### config.mk
export PLATFORM = sky130hd
export DESIGN_NAME = uart_echo_fifo
export DESIGN_NICKNAME = d
export VERILOG_FILES = /design/src/rtl/uart_echo_fifo.sv
export SDC_FILE = /design/constraint.sdc
export NUM_CORES = 1
export LEC_CHECK = 0
export BUFFER_PORTS_ARGS = -buffer_cell sky130_fd_sc_hd__buf_2
export CELL_PAD_IN_SITES_DETAIL_PLACEMENT = 0
export CELL_PAD_IN_SITES_GLOBAL_PLACEMENT = 1
export CORE_MARGIN = 3
export CORE_UTILIZATION = 48
export DETAILED_ROUTE_END_ITERATION = 6
export PLACE_DENSITY = 0.89
export REMOVE_ABC_BUFFERS = 1
export SLEW_MARGIN = 15
export SYNTH_ARGS = -nofsm -noshare
export SYNTH_HDL_FRONTEND = slang
export SYNTH_SLANG_ARGS = --single-unit
### constraint.sdc
create_clock -name clk -period 8.9 [get_ports clk]
set_input_delay 1.78 -clock clk [delete_from_list [all_inputs] [get_ports clk]]
set_output_delay 1.78 -clock clk [all_outputs]
set_load 0.03 [all_outputs]
### src/rtl/uart_echo_fifo.sv
// uart_echo_fifo
// Loopback harness between a UART receiver and a UART transmitter. Bytes are
// requested from the receiver and optionally transformed on the way in. They
// are buffered in a DEPTH-entry circular FIFO and issued to the transmitter,
// so reception and transmission overlap. An optional greeting byte sits in
// the FIFO out of reset. Wrapping traffic counters are exposed for debug.
//
// Ports
//   clk, rst        system clock, asynchronous active-high reset
//   mode            0 echo, 1 increment, 2 invert, 3 discard (sampled at push)
//   uart_in         received byte, qualified by uart_in_valid
//   uart_in_valid   receiver completion pulse
//   uart_in_ready   one-cycle receive request pulse
//   uart_out        byte to transmit, stable from request to completion
//   uart_out_ready  one-cycle transmit request pulse
//   uart_out_valid  transmitter completion pulse
//   fifo_level      current FIFO occupancy
//   rx_count        bytes accepted from the receiver
//   tx_count        bytes issued to the transmitter
//   drop_count      bytes discarded in mode 3
//
// state   | meaning
// RX_REQ  | ready to issue a receive request once the FIFO has room
// RX_WAIT | request issued, waiting for the receiver to complete
// TX_IDLE | issue the FIFO head to the transmitter as soon as one exists
// TX_WAIT | byte issued, waiting for the transmitter to complete
//
// DEPTH must be a power of two and at least 2 so the pointers wrap naturally.
module uart_echo_fifo #(
  parameter int DATA_W    = 8,
  parameter int DEPTH     = 16,
  parameter int CNT_W     = 16,
  parameter int PRELOAD   = 1,
  parameter int INIT_DATA = 50
) (
  input  logic                   clk,
  input  logic                   rst,
  input  logic [1:0]             mode,
  input  logic [DATA_W-1:0]      uart_in,
  input  logic                   uart_in_valid,
  output logic                   uart_in_ready,
  output logic [DATA_W-1:0]      uart_out,
  output logic                   uart_out_ready,
  input  logic                   uart_out_valid,
  output logic [$clog2(DEPTH):0] fifo_level,
  output logic [CNT_W-1:0]       rx_count,
  output logic [CNT_W-1:0]       tx_count,
  output logic [CNT_W-1:0]       drop_count
);

  localparam int AW = $clog2(DEPTH);
  localparam int LW = AW + 1;

  typedef enum logic {RX_REQ, RX_WAIT} rx_state_t;
  typedef enum logic {TX_IDLE, TX_WAIT} tx_state_t;

  rx_state_t         rx_state;
  tx_state_t         tx_state;
  logic [DATA_W-1:0] mem [DEPTH];
  logic [AW-1:0]     wr_ptr;
  logic [AW-1:0]     rd_ptr;
  logic [DATA_W-1:0] push_data;
  logic              rx_accept;
  logic              push;
  logic              pop;
  logic              full;

  always_comb begin
    push_data = uart_in;
    case (mode)
      2'd1:    push_data = uart_in + DATA_W'(1);
      2'd2:    push_data = ~uart_in;
      default: push_data = uart_in;
    endcase
  end

  assign rx_accept = (rx_state == RX_WAIT) && uart_in_valid;
  assign push      = rx_accept && (mode != 2'd3);
  assign pop       = (tx_state == TX_IDLE) && (fifo_level != '0);
  assign full      = (fifo_level == LW'(DEPTH));

  // Storage. A push can never hit a full FIFO because a receive request is
  // only issued with room available and nothing else pushes. A pop reads the
  // old head in the same cycle a push writes the tail, so the two never alias.
  // With a preloaded greeting in entry 0 the write pointer starts past it.
  always_ff @(posedge clk or posedge rst) begin
    if (rst) begin
      for (int i = 0; i < DEPTH; i++)
        mem[i] <= (i == 0 && PRELOAD != 0) ? DATA_W'(INIT_DATA) : '0;
      wr_ptr     <= AW'(PRELOAD);
      rd_ptr     <= '0;
      fifo_level <= LW'(PRELOAD);
    end else begin
      if (push) begin
        mem[wr_ptr] <= push_data;
        wr_ptr      <= wr_ptr + AW'(1);
      end
      if (pop)
        rd_ptr <= rd_ptr + AW'(1);
      if (push && !pop)
        fifo_level <= fifo_level + LW'(1);
      else if (pop && !push)
        fifo_level <= fifo_level - LW'(1);
    end
  end

  // Receive side. Completion in the request cycle is accepted because the
  // state has already moved to RX_WAIT.
  always_ff @(posedge clk or posedge rst) begin
    if (rst) begin
      rx_state      <= RX_REQ;
      uart_in_ready <= 1'b0;
      rx_count      <= '0;
      drop_count    <= '0;
    end else begin
      case (rx_state)
        RX_REQ: begin
          if (!full) begin
            uart_in_ready <= 1'b1;
            rx_state      <= RX_WAIT;
          end
        end
        RX_WAIT: begin
          uart_in_ready <= 1'b0;
          if (uart_in_valid) begin
            rx_count <= rx_count + CNT_W'(1);
            if (mode == 2'd3)
              drop_count <= drop_count + CNT_W'(1);
            rx_state <= RX_REQ;
          end
        end
      endcase
    end
  end

  // Transmit side. uart_out only changes on issue, so it holds the byte for
  // the whole transfer and keeps the last byte while the FIFO is empty.
  always_ff @(posedge clk or posedge rst) begin
    if (rst) begin
      tx_state       <= TX_IDLE;
      uart_out       <= '0;
      uart_out_ready <= 1'b0;
      tx_count       <= '0;
    end else begin
      case (tx_state)
        TX_IDLE: begin
          if (pop) begin
            uart_out       <= mem[rd_ptr];
            uart_out_ready <= 1'b1;
            tx_count       <= tx_count + CNT_W'(1);
            tx_state       <= TX_WAIT;
          end
        end
        TX_WAIT: begin
          uart_out_ready <= 1'b0;
          if (uart_out_valid)
            tx_state <= TX_IDLE;
        end
      endcase
    end
  end

endmodule
==> out/results.ini <==
[cts]
cts_tree=built
clk_latency_ns=0.50
cts-root-buf=clkbuf_16
cts-hold-fix-buffers=0
clk_pin_slew_ns=0.06
cts_made_buffers=22
cts-resized-gates=0
cts_setup_buffers=0
clock-sinks=201
cts_max_level=1
clockBufferDepth=3

[finish]
layout-drive-gt1-share=0.198
area_growth_pct=13.5
fillers=1597
register_area_mm2=0.00504
final_core_utilization=0.558
final_cell_mix=dfrtp_1, nor2_1, buf_2, a21oi_1, nand2_1
multi_input_area_mm2=0.00389
final_nets=926
antenna-diode-count=0
layout_commonest_cell=dfrtp_1
fin_cells=1170

[synthesis]
ys_warn_count=0
syn_inst=834
avgSynthCellArea_um2=11.1
synth.cell_area_mm2=0.00926
yosysUniqueCellTypes=47
synth_seq_cells=201
synth_seq_area_share=0.544

[route]
ant_nets=0
routedWlPerCell_um=17.5
dr_wl_met2_um=9880
dr_wl_met3_um=1130
drc=0
vias=6435
highest_layer=met4
viasPerCell=5.50
drtIter0Drc=402
routed_wl_um=20500
wl_met1_um=9030
dr.pass1.iters=5

[setup_path]
crit_path_end=mem[122]$_DFFE_PP0P_
crit_cells=7
crit_arrival_ns=4.06
r2r_end=fifo_level[4]$_DFFE_PP0P_
slowest_delay_ns=0.86
r2r-start=fifo_level[1]$_DFFE_PP0P_
critPathKind=primary input to register
slowest_stage=a221oi_2
r2r_setup_slack_ns=5.73
crit_start=mode[0]
path_buf_inv=2
crit_chain=buf_2, inv_1, ha_1, nor2_1, mux2_2, a221oi_2, o21ai_0
critPathTopFamily=compound AO/OA/AOI/OAI gates
start_kind=primary input
reg2regPathDepth=10
path_max_fanout=17
worstPathRequired_ns=9.23
setup.worst_path.end_class=register

[floorplanning]
die_h_um=145
dieArea_mm2=0.0210
floorplan.initialDensity=0.492
fp.dieW_um=145
ioPinCount=77
core-area_mm2=0.0188
row_count=50

[job]
drv_cap=0

[min_path]
holdPathStages=1
hold_path.class=register to register

[sta]
fin_setup_tns_ns=0
setup_viol=0
finalCritPeriodShare=0.419
slew_headroom=0.229
rsz0062_at_grt=false
slew_violations=0
hold_slack_ns=0.463
worst_pin_slew_ns=1.15
hold_viol_final=0
fmax_mhz=268
min_period_ns=3.73
clock_skew_ns=0.0107

[grt]
track_usage=0.198
grt_max_degree=122
grt_pass1_vias=6411
antenna_found_initial=0
grt_overflow=0
grt_pass1_wl_um=33400

[placed_design]
gp_congestion=0.826
placed_cells=1131
port_buffers=76
hpwlAfterDp_um=13200

[pwr]
powerDensity_mw_per_mm2=356
ir_worst_vdd_mv=0.188
p_leak_nw=4.79

[run_status]
status=complete, no violations

## where the power goes
group          internal [mW]  switching [mW]
clock network          0.525           0.356
registers               1.28           0.306
logic                  0.595           0.675
total                   2.40            1.34
## how the worst min path moves through the flow
| stage | startpoint | endpoint |
|---|---|---|
| after floorplan | mem[104]$_DFFE_PP0P_ | mem[104]$_DFFE_PP0P_ |
| after global placement | drop_count[15]$_DFFE_PP0P_ | drop_count[15]$_DFFE_PP0P_ |
| after detailed placement | drop_count[15]$_DFFE_PP0P_ | drop_count[15]$_DFFE_PP0P_ |
| after CTS | drop_count[15]$_DFFE_PP0P_ | drop_count[15]$_DFFE_PP0P_ |
| after global routing | drop_count[15]$_DFFE_PP0P_ | drop_count[15]$_DFFE_PP0P_ |
| final | rx_count[15]$_DFFE_PP0P_ | rx_count[15]$_DFFE_PP0P_ |
## cell usage after synthesis (all sizes together)
master	n	area share
a211oi	9	0.0073
a21o	11	0.0089
a21oi	66	0.036
a221oi	4	0.0082
a31oi	32	0.022
and2	1	0.00068
and3	6	0.0041
and3b	1	0.00095
and4	3	0.0028
buf	32	0.020
clkbuf	18	0.0074
dfrtp	196	0.53
dfstp	5	0.014
fa	1	0.0022
ha	16	0.022
inv	23	0.0093
mux2	6	0.0073
mux2i	17	0.018
mux4	33	0.080
nand2	60	0.024
nand2b	5	0.0034
nand3	22	0.012
nand4	13	0.0088
nand4b	4	0.0038
nor2	125	0.051
nor3	14	0.0081
nor3b	1	0.00081
nor4	4	0.0034
o211a	1	0.0011
o21a	3	0.0024
o21ai	34	0.018
o22ai	7	0.0047
o31ai	3	0.0024
or2	3	0.0020
xnor2	40	0.038
xor2	15	0.014
## cell type report
type | instances | area share
Clock buffer | 31 | 0.0605
Inverter | 23 | 0.00893
Tap cell | 260 | 0.0310
Clock inverter | 8 | 0.00619
Timing Repair Buffer | 87 | 0.0441
Multi-Input combinational cell | 560 | 0.370
Sequential cell | 201 | 0.479
## state kept, by name (all words and copies together) (netlist names)
signal          cells
drop_count         16
fifo_level          5
tx_state            1
uart_out            8
tx_count           16
mem               128
rx_count           16
rd_ptr              4
uart_in_ready       1
uart_out_ready      1
rx_state            1
wr_ptr              4
## routing by layer
| metal | vias to the layer above | global-route usage |
|---|---|---|
| met2 | 161 | 0.329 |
| met5 | - | 0 |
| met3 | 34 | 0.0358 |
| met4 | 0 | 0.0515 |
| li1 | 3060 | - |
| met1 | 3180 | 0.272 |
## stage by stage
step	instance area [µm²]	power [mW]	worst slack, ns
final	10500	3.74	5.17
after global routing	10500	3.99	4.93
after CTS	10500	3.77	5.18
after detailed placement	9800	2.87	4.65
after global placement	9800	2.82	4.71
after floorplan	9000	2.50	1.65
## cell families (layout without fill, tap and decap cells)
group	Yosys count	count (layout)	share of synthesized area
muxes	56	56	0.106
xor gates and xnor gates	55	55	0.0520
adders and majority gates	17	17	0.0238
AOI/OAI and AO/OA	170	170	0.111
DFF	201	201	0.544
and+or+nand+nor	262	262	0.126
buffers and inverters	73	149	0.0370
No activity file was read; power rests on OpenSTA's default activity.
